File: config.mk
export PLATFORM = sky130hd
export DESIGN_NAME = hazard_controller
export DESIGN_NICKNAME = d
export VERILOG_FILES = /design/src/rtl/hazard_controller.sv
export SDC_FILE = /design/constraint.sdc
export NUM_CORES = 1
export LEC_CHECK = 0
export CORE_ASPECT_RATIO = 1.75
export CORE_UTILIZATION = 55
export DETAILED_ROUTE_END_ITERATION = 16
export PLACE_DENSITY_LB_ADDON = 0.2
export SLEW_MARGIN = 20
export SYNTH_ARGS = -nofsm -noshare
export SYNTH_HDL_FRONTEND = slang
export SYNTH_SLANG_ARGS = --single-unit
export TNS_END_PERCENT = 30
File: constraint.sdc
create_clock -name i_clk -period 4.8 [get_ports i_clk]
set_input_delay 0.48 -clock i_clk [delete_from_list [all_inputs] [get_ports i_clk]]
set_output_delay 0.48 -clock i_clk [all_outputs]
set_load 0.005 [all_outputs]
File: src/rtl/hazard_controller.sv
// hazard_controller
//   Pipeline control unit for the register-read boundary. Tracks in-flight
//   loads in a 16-entry scoreboard, detects load-use hazards on the
//   instruction held in the decode output registers, and arbitrates
//   redirect flush > memory busy > load-use hazard into rr_stall/rr_flush.
//
// Ports
//   i_clk, i_reset_n        clock, asynchronous active-low reset
//   decode_valid/op/rd/rs/rt instruction in the decode output registers
//   ex_redirect             taken branch/JAL resolved in execute
//   mem_busy                memory stage cannot accept an instruction
//   rr_stall                hold fetch/decode (combinational)
//   rr_flush                squash fetch/decode (registered)
//   ctrl_state              0=RUN 1=HAZ 2=MEM 3=FLUSH (registered)
//   stall_cycles            saturating count of stalled cycles

`ifndef OPCODE_LW
`define OPCODE_LW  6'h23
`endif
`ifndef OPCODE_SW
`define OPCODE_SW  6'h2B
`endif
`ifndef OPCODE_BEQ
`define OPCODE_BEQ 6'h04
`endif
`ifndef OPCODE_BNE
`define OPCODE_BNE 6'h05
`endif
`ifndef OPCODE_BLT
`define OPCODE_BLT 6'h06
`endif
`ifndef OPCODE_BLE
`define OPCODE_BLE 6'h07
`endif

module hazard_controller #(
    parameter int LOAD_LAT     = 2,
    parameter int FLUSH_CYCLES = 2
) (
    input  logic        i_clk,
    input  logic        i_reset_n,
    input  logic        decode_valid,
    input  logic [5:0]  decode_op,
    input  logic [3:0]  decode_rd,
    input  logic [3:0]  decode_rs,
    input  logic [3:0]  decode_rt,
    input  logic        ex_redirect,
    input  logic        mem_busy,
    output logic        rr_stall,
    output logic        rr_flush,
    output logic [1:0]  ctrl_state,
    output logic [15:0] stall_cycles
);

    typedef enum logic [1:0] {
        ST_RUN   = 2'd0,
        ST_HAZ   = 2'd1,
        ST_MEM   = 2'd2,
        ST_FLUSH = 2'd3
    } state_t;

    state_t             state_q, state_d;
    logic [1:0]         fc_q, fc_d;
    logic               flush_q, flush_d;
    logic [15:0]        sc_q, sc_d;
    logic [15:0][1:0]   cnt_q, cnt_d;

    logic rt_used, hazard, issue, is_lw;

    always_comb begin
        rt_used = (decode_op == 6'h00) || (decode_op == `OPCODE_BEQ) ||
                  (decode_op == `OPCODE_BLT) || (decode_op == `OPCODE_BLE) ||
                  (decode_op == `OPCODE_BNE) || (decode_op == `OPCODE_SW);
        hazard  = decode_valid &&
                  (((cnt_q[decode_rs] != 2'd0) && (decode_rs != 4'd0)) ||
                   (rt_used && (cnt_q[decode_rt] != 2'd0) && (decode_rt != 4'd0)));
        is_lw   = (decode_op == `OPCODE_LW);
        rr_flush = flush_q;
        // Flush squashes the decode slot, so stalling it would be pointless.
        rr_stall = i_reset_n && !flush_q && (mem_busy || hazard);
        issue    = decode_valid && !rr_stall && !flush_q;
    end

    // Scoreboard: age every pending entry, then let a new load overwrite.
    always_comb begin
        cnt_d = cnt_q;
        if (!mem_busy) begin
            for (int r = 0; r < 16; r++) begin
                if (cnt_q[r] != 2'd0)
                    cnt_d[r] = cnt_q[r] - 2'd1;
                if (issue && is_lw && (decode_rd == 4'(r)) && (r != 0))
                    cnt_d[r] = 2'(LOAD_LAT);
            end
        end
    end

    always_comb begin
        state_d = state_q;
        fc_d    = fc_q;
        if (ex_redirect) begin
            state_d = ST_FLUSH;
            fc_d    = 2'(FLUSH_CYCLES);
        end else if (state_q == ST_FLUSH) begin
            if (fc_q != 2'd0)
                fc_d = fc_q - 2'd1;
            if (fc_d == 2'd0)
                state_d = mem_busy ? ST_MEM : (hazard ? ST_HAZ : ST_RUN);
        end else begin
            state_d = mem_busy ? ST_MEM : (hazard ? ST_HAZ : ST_RUN);
        end
        flush_d = (fc_d != 2'd0);
        sc_d    = sc_q;
        if (rr_stall && (sc_q != 16'hFFFF))
            sc_d = sc_q + 16'd1;
    end

    always_ff @(posedge i_clk or negedge i_reset_n) begin
        if (!i_reset_n) begin
            state_q <= ST_RUN;
            fc_q    <= 2'd0;
            flush_q <= 1'b0;
            sc_q    <= 16'd0;
            cnt_q   <= '0;
        end else begin
            state_q <= state_d;
            fc_q    <= fc_d;
            flush_q <= flush_d;
            sc_q    <= sc_d;
            cnt_q   <= cnt_d;
        end
    end

    assign ctrl_state   = state_q;
    assign stall_cycles = sc_q;

endmodule

==> results of run 1 <==
[flip-flops by register name, indices dropped and copies added (netlist names)]
name and flops:
cnt_q 30, ctrl_state 2, fc_q 2, rr_flush 1, stall_cycles 16
[layout make-up]
class                           count  area share (%)
Inverter                           35            3.65
Timing Repair Buffer               44            12.0
Multi-Input combinational cell    247            43.5
Tap cell                           74            2.57
Clock inverter                      1           0.834
Sequential cell                    51            35.5
Clock buffer                        6            2.02
[critical path, stage by stage]
cell and delay, ps:
clkdlybuf4s50_1 690, mux4_2 550, and2_1 180, o311ai_2 370
o21ai_2 150, a21oi_1 190, clkdlybuf4s50_1 530
[power by group]
part,switching (W),internal [W]
clock,0.000137,0.000153
combinational,0.000333,0.000315
sequential,0.000148,0.000582
total,0.000618,0.00105
[routing by layer]
| layer | track usage [%] | part of all wire, % | up-vias |
|---|---|---|---|
| li1 | - | - | 1234 |
| met1 | 28.8 | 39 | 1228 |
| met2 | 47.7 | 55 | 54 |
| met3 | 3.48 | 3.6 | 13 |
| met4 | 10.4 | 2.5 | 0 |
| met5 | 0 | 0 | - |
[Yosys cell counts (2+ instances only)]
cell	n
ha_1	16
a211oi_1	2
nand4_1	7
buf_6	3
nand2_1	40
mux4_2	2
a31oi_1	5
clkbuf_1	6
nand2b_1	6
nor3_1	12
dfrtp_1	51
o211ai_1	2
o21bai_1	2
a21oi_1	9
a311oi_1	2
o2111ai_1	4
xnor2_1	29
nand3_1	7
o21ai_0	27
inv_1	34
nor2b_1	2
nor2_1	43
or3_1	3
nor3b_1	4
and3_1	3
nand4b_1	2
[through the flow]
stage | power (W) | hold WS (ps) | instances
finish | 0.00167 | 353 | 458
global route | 0.00182 | 412 | 458
CTS | 0.00168 | 385 | 458
detailed placement | 0.00138 | 491 | 451
global placement | 0.00134 | 487 | 451
floorplan | 0.00118 | 184 | 342
[cell families (layout without fill, tap and decap cells)]
kind of cell | count (synthesis) | after routing | share of synthesized area (%)
compound gates | 60 | 60 | 12.7
mux | 3 | 3 | 1.86
buf+inv | 44 | 86 | 6.19
fa+ha+maj | 16 | 16 | 6.61
simple gates | 138 | 138 | 21.8
xor+xnor | 30 | 30 | 8.67
flops | 51 | 51 | 42.1
[worst paths after layout]
kind / start / endpoint / slack, ps / cells past startpoint
setup / recovery: decode_rs[0] / rr_stall / 1190 / 7
hold / removal: i_reset_n / cnt_q[4] / 350 / 2
setup reg to reg: cnt_q[26] / stall_cycles[1] / 2220 / 7
hold reg to reg: stall_cycles[9] / stall_cycles[9] / 500 / 1
max in group asynchronous: i_reset_n / rr_flush / 4010 / 2
min in group i_clk: stall_cycles[9] / stall_cycles[9] / 500 / 1
==> qor.yml, run 1 <==
status:
  status: "complete, no violations"
synthesis:
  synth.largest_area_cell: "dfrtp_1"
  ys_async_sr_fraction_pct: 100
  ys_top_cells_by_area: "dfrtp_1 42%, xnor2_1 8.4%, ha_1 6.6%"
  synth_ff_type: "dfrtp_1"
  synth_nets: 381
  ys_types: 45
  share_of_the_yosys_chip_area_belonging_to_registers_pct: 42.1
  syn-cell-area_sq_mm: 0.00303
  yosysWarnings: 0
  avg_synthesized_cell_area_sq_um: 8.86
  synth_edf_count: 0
  yosysTopAreaCellShare_pct: 42.1
  post_synth_inst_count: 342
  synth.ff_latch_count: 51
cells_and_area:
  ff_latch_area_sq_mm: 0.00128
  layout_common_cells: "51 x dfrtp_1, 43 x nor2_1, 41 x clkdlybuf4s50_1"
  syn_to_final_growth_pct: 18.8
  final_core_utilization_pct: 67.9
  multi_input_area_sq_mm: 0.00157
  finalNetCount: 423
  layout-drive-gt1-share_pct: 4.95
  layout_commonest_cell: "dfrtp_1"
  total_of_fill_cells_in_the_finished_design: 438
  finalInstanceArea_sq_mm: 0.00360
  diodes: 0
cts:
  tritoncts: "yes"
  clk_root_buffer_cell: "clkbuf_8"
  ctsHtreeMaxLevel: 2
  numCtsBuffers: 5
  clk_path_buf_depth: 2
  cts-resized-gates: 0
  postCtsSetupBuffers: 0
  path_clk_slew_ps: 90
  cts_hold_buffers: 0
  clock_insertion_delay_worst_skew_ps: 300
  cts.sinks: 51
die:
  floorplan.io_pins: 43
  die-area_sq_mm: 0.00582
  die_w_microns: 58.1
  floorplan.rows: 35
  initial_utilization_pct: 57.2
  core_region_area_sq_mm: 0.00530
  die-height_microns: 100
global_route:
  grt_first_pass_wirelength_mm: 11.5
  antenna_found_initial: 0
  groute.usage.overall_pct: 25.8
  first_global_vias: 2524
  grt_start_max_net_pins: 52
  grt_overflow: 0
placement:
  placed_area_sq_mm: 0.00350
  final_replace_weighted_congestion: 0.928
  port_buffer_cells: 42
  place.detailed.hpwl_mm: 5.06
  preCtsSetupSlack_ps: 1220
worst_setup_path:
  cp_data_arrival_time_ps: 3130
  end_kind: "output pin"
  worst_endpoint_required_time_ps: 4320
  crit_type: "input port to output pin"
  worst_setup_path_start_kind: "input port"
  worst-path-max-fanout: 10
detailed_routing:
  dr_total_vias: 2529
  drc: 0
  route.final.wire_length_mm: 6.84
  route.detailed.wl_per_inst_microns: 14.9
  detailed_router_s_first_iteration_violation_count: 115
  drtAntennaViolNets: 0
  route.detailed.vias_per_inst: 5.52
  drt_pass1_iterations: 4
power_and_ir_drop:
  max-vdd-ir-drop_uv: 237
  p_leak_nw: 1.57
  power_per_cell_area_mw_per_mm2: 463
timing:
  setup_total_negative_slack_ps: 0
  worst_clock_skew_ps: 7.20
  final_hold_vios: 0
  drv_slew: 0
  fmax_mhz: 277
  finalCritPeriodShare_pct: 75.2
  slew_headroom_pct: 53.7
  post-route-worst-setup-slack_ps: 1190
  timing_worst_slew_pin_value_ps: 693
  setup_repair_after_global_routing_missed_its_margin: "no"
  period_minus_slack_ps: 3610
  finalSetupViolations: 0
min_path:
  hold_class: "input port to async pin"
job:
  drv.max_cap_violation_count: 0
No activity file was read; power rests on OpenSTA's default activity.
==> inputs of run 2 (changes only) <==
- CORE_UTILIZATION: 55 -> 49
- clock period: 4.8 -> 3.3 ns (I/O delays scaled with it)
==> run 2 against run 1 <==
Effect of this change: routed wire length decreased by 0.32%; count of clock-buffer cells in the layout unchanged; worst hold slack got worse by 140 ps; global-route usage decreased by 2.3 points; sequential share of layout area decreased by 0.41 points; non-clock buffer count increased by 3; critical path depth increased by 1; sequential power increased by 45%.
==> qor.yml, run 2 (synthesis gave the netlist of run 1 again) <==
status:
  status: "complete, no violations"
cells_and_area:
  finalNetCount: 426  # +0.71%
  layout_commonest_cell: "dfrtp_1"
  layout_common_cells: "51 x dfrtp_1, 43 x nor2_1, 41 x clkdlybuf4s50_1"
  largest_register_ff_count: 30  # unchanged
  total_of_fill_cells_in_the_finished_design: 572  # +31%
  layout-drive-gt1-share_pct: 6.19  # +1.2 points
  diodes: 0  # unchanged
  register_bank_with_the_most_flops: "cnt_q"
  syn_to_final_growth_pct: 20.2
  multi_input_area_sq_mm: 0.00157  # unchanged
  ff_latch_area_sq_mm: 0.00128  # unchanged
timing:
  finalSetupViolations: 0  # unchanged
  drv_slew: 0  # unchanged
  fmax_mhz: 314
  setup_total_negative_slack_ps: 0  # unchanged
  setup_repair_after_global_routing_missed_its_margin: "no"
  finalCritPeriodShare_pct: 96.4
  slew_headroom_pct: 56.2  # +2.6 points
  worst_clock_skew_ps: 10.5  # +3.32 ps
  final_hold_vios: 0  # unchanged
  period_minus_slack_ps: 3180
  post-route-worst-setup-slack_ps: 118  # -1070 ps
  timing_worst_slew_pin_value_ps: 656  # -36.9 ps
cts:
  numCtsBuffers: 5  # unchanged
  clk_root_buffer_cell: "clkbuf_8"
  path_clk_slew_ps: 90  # about the same
  ctsHtreeMaxLevel: 2  # unchanged
  postCtsSetupBuffers: 0  # unchanged
  clk_path_buf_depth: 2  # unchanged
  cts.sinks: 51  # unchanged
  clock_insertion_delay_worst_skew_ps: 300  # about the same
  cts_hold_buffers: 0  # unchanged
  tritoncts: "yes"
  cts-resized-gates: 0  # unchanged
detailed_routing:
  route.detailed.wl_per_inst_microns: 14.6  # -2.0%
  route.final.wire_length_mm: 6.81  # -0.32%
  dr_total_vias: 2461  # -2.7%
  drtAntennaViolNets: 0  # unchanged
  detailed_router_s_first_iteration_violation_count: 99  # -14%
  route.detailed.vias_per_inst: 5.28  # -4.4%
  drc: 0  # unchanged
  drt_pass1_iterations: 4  # unchanged
worst_setup_path:
  worst-path-max-fanout: 4  # -6
  worst_endpoint_required_time_ps: 2970  # -1350 ps
  slowest_delay_ps: 520  # -170 ps
  number_of_buffer_and_inverter_stages_on_the_critical_path: 3  # +1
  critPathMostFrequentCell: "clkdlybuf4s50_1"
  end_kind: "output pin"
  cp_data_arrival_time_ps: 2850  # -280 ps
  worst_setup_path_start_kind: "input port"
  timing.critical_path.cells: "clkdlybuf4s50_1 -> inv_2 -> mux4_2 -> or2_1 -> a31oi_1 -> o21ai_2 -> a21oi_1 -> clkdlybuf4s50_1"
  r2r_setup_slack_ps: 760  # -1460 ps
  family_with_the_most_delay_on_the_worst_path: "buffers and inverters"
  cp_slowest_cell: "clkdlybuf4s50_1"
  crit_type: "input port to output pin"
placement:
  port_buffer_cells: 42  # unchanged
  final_replace_weighted_congestion: 0.861  # -7.3%
  preCtsSetupSlack_ps: 169  # -1050 ps
  place.detailed.hpwl_mm: 5.19  # +2.6%
global_route:
  first_global_vias: 2510  # -0.55%
  grt_overflow: 0  # unchanged
  grt_first_pass_wirelength_mm: 11.4  # -0.60%
  groute.usage.overall_pct: 23.5  # -2.3 points
  antenna_found_initial: 0  # unchanged
  grt_start_max_net_pins: 52  # unchanged
die:
  die-area_sq_mm: 0.00652  # +12%
  floorplan.io_pins: 43  # unchanged
  die_w_microns: 61.4  # +5.7%
  die-height_microns: 106  # +5.8%
  initial_utilization_pct: 51.1  # -6.0 points
  floorplan.rows: 37  # +5.7%
  core_region_area_sq_mm: 0.00593  # +12%
min_path:
  hold_class: "input port to async pin"
power_and_ir_drop:
  p_leak_nw: 1.59  # +1.6%
  power_per_cell_area_mw_per_mm2: 674  # +45%
  max-vdd-ir-drop_uv: 358  # +51%
job:
  drv.max_cap_violation_count: 0  # unchanged
-- run 2: cell count changes in the layout (fill, tap and decap cells not counted), sizes merged --
cell,before,now
buf,3,6
clkinv,0,1
-- run 2: worst paths after layout --
check                                  from               end  depth (start not counted)
min reg2reg                stall_cycles[13]  stall_cycles[13]                          1
min in group i_clk         stall_cycles[13]  stall_cycles[13]                          1
min                               i_reset_n          cnt_q[4]                          2
max reg2reg                       cnt_q[18]   stall_cycles[1]                          7
max                            decode_rt[2]          rr_stall                          8
max in group asynchronous         i_reset_n           fc_q[1]                          2
-- run 2: report_power, final --
group          internal [W]  switching [W]
sequential         0.000847       0.000216
clock              0.000246       0.000206
combinational      0.000460       0.000479
-- run 2: metrics by stage --
stage	hold slack [ps]	util (%)	instances	power (W)	instance area, sq um
final	212	61.5	466	0.00245	3640
after detailed placement	483	59.5	458	0.00202	3520
after floorplan	34.4	-	342	0.00172	3030
after global placement	482	59.5	458	0.00197	3520
after global routing	270	61.5	466	0.00268	3640
after CTS	238	61.5	466	0.00248	3640
-- run 2: layout make-up --
class	instances	area share, %
clock buffer	6	2.27
tap	78	2.68
multi-input combinational	247	43.0
inverter	35	3.61
timing repair buffer	47	12.4
clock inverter	2	0.962
sequential	51	35.0
-- run 2: routing by layer --
layer	track usage, %	vias up	share of wire, %
met5	0	-	0
met4	9.37	0	2.9
met3	3.65	14	3.1
met2	42.9	46	55
met1	25.6	1158	39
li1	-	1243	-
-- run 2: worst register-to-register path: stages, from the launching register on --
cell and delay [ps]:
dfrtp_1 390, nor2_1 70, mux4_2 460, or2_1 210
a31oi_1 360, o21ai_2 140, a21oi_4 410, mux2_2 380
==> inputs of run 3 (changes only) <==
- HOLD_SLACK_MARGIN: default -> 0.1
==> results of run 3 <==
Final layout, timing and power as in run 2 (identical DEF).
